===== src/rtl/micro_sequencer_if.sv =====
// Micro-sequencer bus: micro-ROM word fields, condition inputs and status outputs.
interface micro_sequencer_if;
  logic        start;
  logic [2:0]  seq_ctrl;
  logic [5:0]  next_field;
  logic [5:0]  uadr_dispatch;
  logic        flag_z;
  logic        flag_n;
  logic        mem_ready;
  logic        alu_done;
  logic [5:0]  upc;
  logic        running;
  logic        halted;
  logic        stall;
  logic        instr_start;
  logic        err;
  logic [15:0] instr_count;

  // Controller / datapath side that feeds the sequencer and observes its status.
  modport master (
    output start, seq_ctrl, next_field, uadr_dispatch,
           flag_z, flag_n, mem_ready, alu_done,
    input  upc, running, halted, stall, instr_start, err, instr_count
  );

  // Sequencer side.
  modport slave (
    input  start, seq_ctrl, next_field, uadr_dispatch,
           flag_z, flag_n, mem_ready, alu_done,
    output upc, running, halted, stall, instr_start, err, instr_count
  );
endinterface


===== src/rtl/micro_sequencer.sv =====
// Micro-program sequencer: selects the next micro-address from the current
// micro-word's sequencing code, counts dispatched instructions and halts on
// the IDLE entry, on a null dispatch or on a wait that never completes.
module micro_sequencer (
  input  logic              clk,
  input  logic              rst_n,
  micro_sequencer_if.slave  bus
);

  localparam logic [1:0] ST_STOP = 2'd0;
  localparam logic [1:0] ST_RUN  = 2'd1;
  localparam logic [1:0] ST_HALT = 2'd2;

  localparam logic [2:0] SC_NEXT     = 3'd0;
  localparam logic [2:0] SC_JUMP     = 3'd1;
  localparam logic [2:0] SC_DISPATCH = 3'd2;
  localparam logic [2:0] SC_FETCH    = 3'd3;
  localparam logic [2:0] SC_BRZ      = 3'd4;
  localparam logic [2:0] SC_BRN      = 3'd5;
  localparam logic [2:0] SC_WAITMEM  = 3'd6;
  localparam logic [2:0] SC_WAITALU  = 3'd7;

  localparam logic [5:0] UADR_NULL = 6'd0;
  localparam logic [5:0] UADR_IDLE = 6'd34;
  localparam logic [7:0] WAIT_MAX  = 8'hFF;

  logic [1:0]  state_q, state_d;
  logic [5:0]  upc_q, upc_d;
  logic [15:0] count_q, count_d;
  logic [7:0]  wait_q, wait_d;
  logic        err_q, err_d;

  logic        in_run;
  logic        stall_c;
  logic        dispatch_ok;
  logic [5:0]  upc_inc;

  assign in_run  = (state_q == ST_RUN);
  assign upc_inc = upc_q + 6'd1;

  // Stall and dispatch-pulse decode; condition inputs only matter under their own code in RUN.
  always_comb begin
    stall_c     = 1'b0;
    dispatch_ok = 1'b0;
    if (in_run) begin
      stall_c = ((bus.seq_ctrl == SC_WAITMEM) && !bus.mem_ready) ||
                ((bus.seq_ctrl == SC_WAITALU) && !bus.alu_done);
      dispatch_ok = (bus.seq_ctrl == SC_DISPATCH) && (bus.uadr_dispatch != UADR_NULL);
    end
  end

  // Next-state, next-address, wait-counter, instruction-count and error logic.
  always_comb begin
    state_d = state_q;
    upc_d   = upc_q;
    count_d = count_q;
    wait_d  = wait_q;
    err_d   = err_q;
    case (state_q)
      ST_STOP, ST_HALT: begin
        if (bus.start) begin
          state_d = ST_RUN;
          upc_d   = 6'd0;
          wait_d  = 8'd0;
        end
      end
      ST_RUN: begin
        if (stall_c) begin
          if (wait_q == WAIT_MAX) begin
            err_d   = 1'b1;
            state_d = ST_HALT;
          end else begin
            wait_d = wait_q + 8'd1;
          end
        end else begin
          wait_d = 8'd0;
          case (bus.seq_ctrl)
            SC_NEXT:  upc_d = upc_inc;
            SC_JUMP:  upc_d = bus.next_field;
            SC_DISPATCH: begin
              if (bus.uadr_dispatch == UADR_NULL) begin
                err_d   = 1'b1;
                state_d = ST_HALT;
                upc_d   = 6'd0;
              end else begin
                upc_d   = bus.uadr_dispatch;
                count_d = count_q + 16'd1;
                if (bus.uadr_dispatch == UADR_IDLE) begin
                  state_d = ST_HALT;
                end
              end
            end
            SC_FETCH:   upc_d = 6'd0;
            SC_BRZ:     upc_d = bus.flag_z ? bus.next_field : upc_inc;
            SC_BRN:     upc_d = bus.flag_n ? bus.next_field : upc_inc;
            SC_WAITMEM: upc_d = upc_inc;
            SC_WAITALU: upc_d = upc_inc;
          endcase
        end
      end
      default: begin
        state_d = ST_STOP;
        upc_d   = 6'd0;
      end
    endcase
  end

  // State registers with synchronous active-low reset taking priority over everything.
  always_ff @(posedge clk) begin
    if (!rst_n) begin
      state_q <= ST_STOP;
      upc_q   <= 6'd0;
      count_q <= 16'd0;
      wait_q  <= 8'd0;
      err_q   <= 1'b0;
    end else begin
      state_q <= state_d;
      upc_q   <= upc_d;
      count_q <= count_d;
      wait_q  <= wait_d;
      err_q   <= err_d;
    end
  end

  assign bus.upc         = upc_q;
  assign bus.running     = in_run;
  assign bus.halted      = (state_q == ST_HALT);
  assign bus.stall       = stall_c;
  assign bus.instr_start = dispatch_ok;
  assign bus.err         = err_q;
  assign bus.instr_count = count_q;

endmodule


===== src/flat_wrapper.sv =====
// flat-port wrapper written by rule: the top's interface ports become plain ports
module micro_sequencer_flat 
  (clk, rst_n, bus_start, bus_seq_ctrl, bus_next_field, bus_uadr_dispatch, bus_flag_z, bus_flag_n, bus_mem_ready, bus_alu_done, bus_upc, bus_running, bus_halted, bus_stall, bus_instr_start, bus_err, bus_instr_count);
  micro_sequencer_if bus_i ();
  input  logic clk;
  input  logic rst_n;
  input wire logic [$bits(bus_i.start)-1:0] bus_start;
  input wire logic [$bits(bus_i.seq_ctrl)-1:0] bus_seq_ctrl;
  input wire logic [$bits(bus_i.next_field)-1:0] bus_next_field;
  input wire logic [$bits(bus_i.uadr_dispatch)-1:0] bus_uadr_dispatch;
  input wire logic [$bits(bus_i.flag_z)-1:0] bus_flag_z;
  input wire logic [$bits(bus_i.flag_n)-1:0] bus_flag_n;
  input wire logic [$bits(bus_i.mem_ready)-1:0] bus_mem_ready;
  input wire logic [$bits(bus_i.alu_done)-1:0] bus_alu_done;
  output wire logic [$bits(bus_i.upc)-1:0] bus_upc;
  output wire logic [$bits(bus_i.running)-1:0] bus_running;
  output wire logic [$bits(bus_i.halted)-1:0] bus_halted;
  output wire logic [$bits(bus_i.stall)-1:0] bus_stall;
  output wire logic [$bits(bus_i.instr_start)-1:0] bus_instr_start;
  output wire logic [$bits(bus_i.err)-1:0] bus_err;
  output wire logic [$bits(bus_i.instr_count)-1:0] bus_instr_count;
  assign bus_i.start = bus_start;
  assign bus_i.seq_ctrl = bus_seq_ctrl;
  assign bus_i.next_field = bus_next_field;
  assign bus_i.uadr_dispatch = bus_uadr_dispatch;
  assign bus_i.flag_z = bus_flag_z;
  assign bus_i.flag_n = bus_flag_n;
  assign bus_i.mem_ready = bus_mem_ready;
  assign bus_i.alu_done = bus_alu_done;
  assign bus_upc = bus_i.upc;
  assign bus_running = bus_i.running;
  assign bus_halted = bus_i.halted;
  assign bus_stall = bus_i.stall;
  assign bus_instr_start = bus_i.instr_start;
  assign bus_err = bus_i.err;
  assign bus_instr_count = bus_i.instr_count;
  micro_sequencer u_core (.clk(clk), .rst_n(rst_n), .bus(bus_i));
endmodule

===== config.mk =====
export PLATFORM = sky130hd
export DESIGN_NAME = micro_sequencer_flat
export DESIGN_NICKNAME = d
export VERILOG_FILES = /design/src/rtl/micro_sequencer_if.sv /design/src/rtl/micro_sequencer.sv /design/src/flat_wrapper.sv
export SDC_FILE = /design/constraint.sdc
export NUM_CORES = 1
export LEC_CHECK = 0
export ABC_AREA = 1
export CORE_ASPECT_RATIO = 0.9
export CORE_MARGIN = 1
export CORE_UTILIZATION = 49
export DETAILED_ROUTE_END_ITERATION = 16
export HOLD_SLACK_MARGIN = 0.08
export PLACE_DENSITY = 0.89
export SYNTH_ARGS = -nofsm -noshare
export SYNTH_HDL_FRONTEND = slang
export SYNTH_SLANG_ARGS = --single-unit

===== constraint.sdc =====
create_clock -name clk -period 1.8 [get_ports clk]
set_clock_uncertainty 0.1 [all_clocks]
set_input_delay 0.27 -clock clk [delete_from_list [all_inputs] [get_ports clk]]
set_output_delay 0.27 -clock clk [all_outputs]
set_load 0.02 [all_outputs]

==> After elaboration in Yosys (flattened, before gate mapping) <==
Cells that the tools add are included.
{ "op_classes": {"n_addsub": 3, "mul": 0, "n_div": 0, "magnitude_cmp": 0, "eq_ne": 18, "n_shift": 0, "muxes": 24, "bitwise_logic": 2, "reduce_logical": 20} }
{ "ops": {"columns": ["cell", "count"], "rows": [
  ["6-bit one-hot mux with 6 select lines", 1],
  ["6-bit 2-to-1 mux", 5],
  ["8-bit 2-to-1 mux", 3],
  ["16-bit by 1-bit adder with 16-bit output, second input constant", 1],
  ["8-bit one-hot mux with 2 select lines", 1],
  ["3-bit equality test, second input constant", 4],
  ["2-bit 2-to-1 mux", 6],
  ["6-bit one-hot mux with 2 select lines", 1],
  ["4-bit AND reduction", 3],
  ["8-bit by 1-bit adder with 8-bit output, second input constant", 1],
  ["8-bit equality test, second input constant", 1],
  ["6-bit by 1-bit adder with 6-bit output, second input constant", 1],
  ["3-bit by 2-bit equality test with 1-bit output, second input constant", 2],
  ["6-bit equality test, second input constant", 1],
  ["6-bit logical NOT", 1],
  ["1-bit 2-to-1 mux", 6],
  ["2-bit nonzero test", 3],
  ["6-bit nonzero test", 1],
  ["2-bit != test, second input constant", 2],
  ["4-bit by 1-bit != test with 1-bit output, second input constant", 1],
  ["2-bit one-hot mux with 2 select lines", 1],
  ["3-bit by 1-bit equality test with 1-bit output, second input constant", 1],
  ["1-bit logical AND", 3],
  ["3-bit logical NOT", 1],
  ["other kinds (14)", 16]
]} }
{ "word_totals": {"regBits": 33, "latchBits": 0, "ram_bits": 0, "rom_bits": 0, "out_inout_bits": 27, "word_cells": 72, "mem_count": 0} }

==> Logic depth before layout (Yosys ltp) <==
Gate-level depths: netlist of run 1.
{ "depth": {"depth_word": 6, "ltp_mapped": 10} }

==> Least setup slack after synthesis of run 1 <==
OpenSTA, ideal clock, no wires.
{ "synth_path": {"path_type": "register to register", "start": "reg u_core.count_q[0] (netlist: u_core.bus.instr_count[0])", "end": "reg u_core.count_q[14] (netlist: u_core.bus.instr_count[14])", "setup_time_ns": 0.115, "arrival_ns": 1.373, "required_ns": 1.585, "slack_ns": 0.212, "path_stages_with_launch": 9, "synth_period_minus_slack_ns": 1.588, "path_cell_list": "dfxtp_1 > ha_1 > nand3_1 > nor2_1 > nand2_1 > nor3_2 > nand3_1 > nand2_1 > nor2_1"} }
{ "synth_between": {"elab_chain_cells": 1} }
{ "synth_rtl": {"columns": ["element", "line", "source"], "rows": [
  ["from (decl)", "micro_sequencer.sv:29", "logic [15:0] count_q, count_d;"],
  ["from (signal assigned)", "micro_sequencer.sv:119", "count_q <= count_d;"],
  ["16-bit by 1-bit adder with 16-bit output", "micro_sequencer.sv:87", "count_d = count_q + 16'd1;"]
]} }
Every way passes these cells.
A chain may end at the register's enable or synchronous reset.

==> Worst setup path in the final report of run 1 <==
{ "layout_path": {"start": "in bus_seq_ctrl[1]", "end": "out bus_stall"} }
{ "layout_between": {"elab_chain_cells": 4, "elab_cells_between_ends": 6} }
{ "layout_rtl": {"columns": ["element", "line", "source"], "rows": [
  ["from (decl)", "flat_wrapper.sv:8", "input wire logic [$bits(bus_i.seq_ctrl)-1:0] bus_seq_ctrl;"],
  ["3-bit equality test, on equally long branches", "micro_sequencer.sv:46, micro_sequencer.sv:47", null],
  ["1-bit logical AND, on equally long branches", "micro_sequencer.sv:46, micro_sequencer.sv:47", null],
  ["1-bit logical OR (*)", "micro_sequencer.sv:46", "stall_c = ((bus.seq_ctrl == SC_WAITMEM) && !bus.mem_ready) ||"],
  ["1-bit 2-to-1 mux (*)", "micro_sequencer.sv:45", "if (in_run) begin"],
  ["to (decl)", "flat_wrapper.sv:18", "output wire logic [$bits(bus_i.stall)-1:0] bus_stall;"]
]} }
Mark *: on every way between the ends. The rest lies on a longest branch, timed or not.

==> results of run 1 <==
==> per-layer routing <==
layer  wire length, um  global-route usage [%]  part of all wire, %  vias up
met5                 0                       0                    0        -
met4                65                    8.63                  1.2        0
met3               388                    6.20                  7.2        7
met2              2500                    49.2                   47       75
met1              2400                    30.3                   45     1033
li1                  -                       -                    -     1171
==> critical path: stages <==
cell	delay, ns
clkdlybuf4s50_1	0.52
nand2_1	0.10
nor2_1	0.11
o21ai_1	0.10
nor2_1	0.16
buf_4	0.17
==> timing repair <==
action / in CTS / in global routing
setup endpoints to repair: 5 / 19
pin swaps: 1 / 4
gates resized for setup: 11 / 10
setup buffers: 1 / 1
hold buffers: 0 / 0
endpoints found under the hold margin: 0 / 0
==> area by class of cell <==
cell class                 count  area share, %
clock buffer                   6           2.61
inverter                      33           4.46
tap                           46           2.07
multi-input combinational    243           42.3
timing repair buffer          75           24.5
sequential                    33           23.8
clock inverter                 2          0.360
==> registers in the layout, indices dropped and copies added, names as in the netlist <==
signal	flops
u_core.bus.upc	6
u_core.state_q	2
u_core.bus.err	1
u_core.bus.instr_count	16
u_core.wait_q	8
==> final timing paths <==
| kind | endpoint | slack (ns) | startpoint | cells past startpoint |
|---|---|---|---|---|
| max | bus_stall | 0.01 | bus_seq_ctrl[1] | 6 |
| min | u_core.bus.err | 0.36 | u_core.bus.err | 2 |
| max reg2reg | u_core.bus.instr_count[14] | 0.21 | u_core.bus.instr_count[0] | 8 |
| min reg2reg | u_core.bus.err | 0.36 | u_core.bus.err | 2 |
==> cell usage in the layout, fill, tap and decap left out <==
master / synthesis / final
buf_4: 0 / 28
or2_0: 1 / 1
clkdlybuf4s50_1: 0 / 41
a211oi_1: 1 / 1
dfxtp_1: 33 / 33
inv_1: 32 / 32
ha_1: 3 / 3
clkinv_2: 0 / 2
nand3_2: 0 / 2
o21ai_1: 1 / 2
dlygate4sd2_1: 0 / 2
or2_2: 1 / 1
nand2_1: 93 / 91
xor2_1: 8 / 8
xnor2_1: 3 / 3
clkinv_1: 1 / 1
buf_2: 0 / 1
a21oi_2: 0 / 1
nand3b_1: 2 / 2
clkbuf_8: 0 / 5
nor2_2: 1 / 1
nor3_1: 7 / 6
dlymetal6s2s_1: 0 / 3
o21ai_0: 11 / 10
nand2_2: 3 / 5
nor2_1: 43 / 43
nand4_1: 6 / 6
a21oi_1: 23 / 22
nor3_4: 1 / 1
nor3_2: 1 / 2
o21bai_1: 1 / 1
clkbuf_1: 3 / 1
nand3_1: 33 / 31
==> logic make-up after synthesis <==
logic type | after synthesis
and+or+nand+nor | 192
AOI/OAI and AO/OA | 37
buffers and inverters | 37
DFF | 33
xor gates and xnor gates | 11
adders and majority gates | 3
==> where the power goes <==
part	internal, W	total [W]	switching, W	leakage (nW)
Clock	0.000267	0.000530	0.000263	0.0450
Sequential	0.000741	0.000752	0.0000103	0.267
Combinational	0.000123	0.000266	0.000142	0.860
Total	0.00113	0.00155	0.000415	1.17
==> through the flow <==
step	power, W	cells
floorplan	0.000887	313
global placement	0.00102	428
detailed placement	0.00103	428
CTS	0.00156	437
global route	0.00162	438
finish	0.00155	438
==> flow_summary.yaml, run 1 <==
layout:
  fill_cells: 309
  finalCoreUtilization_pct: 73.5
  final_nets: 416
  drive_gt1_share_pct: 12.5
  finish.instance_area_um2: 2780
  seq_area_um2: 661
  multi_input_area_um2: 1170
  area_growth_pct: 42.0
  diodes: 0
floorplan:
  die-area_um2: 4250
  fp.dieW_um: 68.6
  pin_count: 49
  row_count: 21
  dieHeight_um: 62.0
  start_util_pct: 51.8
  coreArea_um2: 3780
placed_design:
  globalplace.congestion: 0.898
  hpwl_um: 4060
  pre_cts_slack_ns: -0.420
  place_area_um2: 2660
  portBuffers: 48
synth:
  yosysSeqAreaShare_pct: 33.7
  yosysWarningCount: 0
  synth_top_family_by_area: "simple AND/OR/NAND/NOR gates"
  netlist-cell-type-count: 25
  yosysTopAreaCellShare_pct: 33.7
  synth_edf_count: 0
  synth.area.mux_share_pct: 0
  ys_async_sr_fraction_pct: 0
  synth_cells: 313
  synth.avg_cell_area_um2: 6.26
  yosys.area_share.simple_pct: 42.2
  synth_compound_area_share_pct: 9.71
  synthXorXnorAreaFrac_pct: 4.92
  syn-cell-area_um2: 1960
  synth_most_common_cell: "nand2_1"
  synth.largest_area_cell: "dfxtp_1"
  yosys-top-cells-area: "dfxtp_1 (34%), nand2_1 (18%), nand3_1 (8.4%)"
  yosys_register_bits: 33
  synth-adder-area-share_pct: 1.92
  synth_ff_type: "dfxtp_1"
  syn_nets: 338
  synthTopCellsByCount: "nand2_1 (93), nor2_1 (43), dfxtp_1 (33), nand3_1 (33), inv_1 (32)"
worst_hold_path:
  hold_path_class: "flip-flop to flip-flop"
timing:
  finalCriticalPeriod_ns: 1.79
  setup_viol: 0
  max_clock_freq_ghz: 0.560
  slew_violations: 0
  worst_pin_slew_ns: 0.381
  holdWs_ns: 0.364
  slew_headroom_pct: 74.4
  period_share_pct: 99.3
  worst_slack_ns: 0.0127
  hold_viol_final: 0
  tns_ns: 0
drt:
  ant_nets: 0
  vias: 2286
  drt-wirelength-per-cell_um: 12.2
  viasPerCell: 5.22
  drc: 0
  drt_iter0_markers: 159
  firstDrtPassIters: 4
  wl_um: 5360
power_and_ir_drop:
  p_per_area_nw_per_um2: 557
  p_leak_nw: 1.17
  vdd_drop_max_v: 0.000413
global_route:
  grt.total_usage_pct: 26.6
  antenna_found_initial: 0
  grt_pass1_vias: 2040
  grt_max_degree: 12
  grt_pass1_wl_um: 8410
  grt-ovfl-total: 0
cts:
  cts.sinks: 33
  clk_latency_ns: 0.29
  clockBufferDepth: 2
  h-tree-depth: 2
  clk_pin_slew_ns: 0.07
  cts_buffers: 5
  cts_tree: "yes"
  root_buffer: "clkbuf_8"
setup_path:
  crit_arrival_ns: 1.42
  cp-start-kind: "primary input"
  cp.required_ns: 1.43
  worst_setup_path_end_kind: "output pin"
  cp_max_fo: 3
  path_class: "primary input to output pin"
run_status:
  status: "finished clean"
run:
  maxCapViolCount: 0
(Power assumes the default switching activity.)
==> run 2, diff against run 1 <==
- CORE_MARGIN: 1 -> 4
- HOLD_SLACK_MARGIN: 0.08 -> unset
==> run 2 against run 1 <==
  * First-iteration DRC count increased by 43%
  * Maximum frequency increased by 1.6%
  * Clock-buffer cell count increased by 2
  * Cell area increased by 0.85%
  * Largest power group unchanged
  * Highest routed layer unchanged
==> flow_summary.yaml, run 2 (synthesized netlist as in run 1, its figures left out) <==
run_status:
  status: "finished clean"
worst_hold_path:
  worstHoldPathCells: 2
  holdPathEnd: "u_core.bus.err"
  min_from: "u_core.bus.err"
  hold_path_class: "flip-flop to flip-flop"
layout:
  drive_gt1_share_pct: 12.3
  fill_cells: 298
  finalCoreUtilization_pct: 74.1
  largest_register_ffs: 16
  finish.instance_area_um2: 2800
  final_common_cell: "nand2_1"
  area_growth_pct: 43.2
  diodes: 0
  layout_common_cells: "nand2_1 (90), nor2_1 (42), clkdlybuf4s50_1 (41)"
  final_nets: 415
setup_path:
  reg2reg_depth: 7
  cp_num_buf_inv: 3
  cp_top_family: "buffers and inverters"
  critPathMaxStageDelay_ns: 0.46
  r2r_slack_ns: 0.21
  cp_max_fo: 2
  crit_chain: "clkdlybuf4s50_1 -> nor2_2 -> nand3_2 -> nand2_2 -> clkinv_1 -> buf_4"
  r2r_start: "u_core.bus.instr_count[0]"
  worst_setup_path_end_kind: "output pin"
  cp_slowest_cell: "clkdlybuf4s50_1"
  crit_arrival_ns: 1.39
  cp.required_ns: 1.43
  cp-start-kind: "primary input"
  rr_endpoint: "u_core.bus.instr_count[8]"
  path_class: "primary input to output pin"
global_route:
  grt_max_degree: 20
  grt_pass1_vias: 2098
  grt.total_usage_pct: 22.8
  grt-ovfl-total: 0
  grt_pass1_wl_um: 8990
  antenna_found_initial: 0
drt:
  viasPerCell: 5.28
  ant_nets: 0
  wl_um: 5560
  firstDrtPassIters: 5
  drc: 0
  vias: 2308
  drt-wirelength-per-cell_um: 12.7
  drt_iter0_markers: 228
timing:
  worst_slack_ns: 0.0411
  finalCriticalPeriod_ns: 1.76
  holdWs_ns: 0.380
  setup_viol: 0
  worst_pin_slew_ns: 0.368
  slew_headroom_pct: 75.3
  hold_viol_final: 0
  max_clock_freq_ghz: 0.569
  slew_violations: 0
  period_share_pct: 97.7
cts:
  root_buffer: "clkbuf_8"
  clk_pin_slew_ns: 0.06
  cts_buffers: 5
  clockBufferDepth: 2
  cts_tree: "yes"
  h-tree-depth: 2
  cts.sinks: 33
  hold_buffers: 0
  clk_latency_ns: 0.29
floorplan:
  coreArea_um2: 3780
  start_util_pct: 51.8
  fp.dieW_um: 74.6
  pin_count: 49
  die-area_um2: 5070
  dieHeight_um: 68.0
  row_count: 21
placed_design:
  portBuffers: 48
  pre_cts_slack_ns: -0.408
  hpwl_um: 4130
  globalplace.congestion: 0.843
  place_area_um2: 2670
power_and_ir_drop:
  p_leak_nw: 1.17
  power.total_w: 0.00157
  p_per_area_nw_per_um2: 560
  vdd_drop_max_v: 0.000410
run:
  maxCapViolCount: 0
[run 2: changes by cell type in the layout (fill, tap and decap cells not counted), moves of 2 or more]
cell      change
clkbuf_1      +2
clkinv_2      -2
nor3_2        -2
nor3_4        +2
[run 2: area by class of cell]
type | instances | area, um2 | share of cell area, %
multi-input combinational | 243 | 1190 | 42.6
timing repair buffer | 74 | 688 | 24.5
sequential | 33 | 661 | 23.6
inverter | 33 | 124 | 4.42
clock buffer | 8 | 80.1 | 2.86
tap | 46 | 57.6 | 2.05
[run 2: how the worst max path moves through the flow]
stage	startpoint	end	slack (ns)	depth (start not counted)
after floorplan	u_core.bus.instr_count[0]	u_core.bus.instr_count[14]	0.21	8
after global placement	bus_seq_ctrl[0]	bus_instr_start	-0.35	7
after detailed placement	bus_seq_ctrl[0]	bus_instr_start	-0.41	7
after CTS	bus_seq_ctrl[0]	bus_instr_start	-0.08	7
after global routing	bus_uadr_dispatch[2]	bus_instr_start	-0.03	6
final	bus_uadr_dispatch[2]	bus_instr_start	0.04	6
[run 2: layer usage]
| layer | track usage [%] | vias up | routed length (um) |
|---|---|---|---|
| li1 | - | 1163 | - |
| met1 | 29.0 | 1056 | 2500 |
| met2 | 38.5 | 81 | 2560 |
| met3 | 5.87 | 8 | 436 |
| met4 | 5.56 | 0 | 54 |
| met5 | 0 | - | 0 |
[run 2: worst reg2reg max path: cells and delay by family (launching register included)]
family	cells	cell delay (ns)
AND/OR/NAND/NOR	4	0.58
flip-flops	1	0.38
adder cells (fa/ha/maj)	1	0.21
XOR/XNOR	1	0.13
buffers and inverters	1	0.09
[run 2: report_power, final]
part	switching (W)	internal [W]
combinational	0.000150	0.000129
sequential	0.0000101	0.000741
clock	0.000265	0.000275
[run 2: timing repair]
| action | CTS | global route |
|---|---|---|
| resized for setup | 10 | 17 |
| endpoints found under the setup margin | 10 | 17 |
| setup buffers | 0 | 1 |
| pin swaps | 2 | 4 |
[run 2: metrics by stage]
step,setup TNS (ns),cells
floorplan,0,313
global placement,-3.94,428
detailed placement,-6.02,428
CTS,-0.0817,436
global route,-0.0327,437
finish,0,437
==> run 3, diff against run 2 <==
- SLEW_MARGIN: unset -> 15
==> results of run 3 <==
No change in the layout: final DEF, timing and power equal those of run 2.
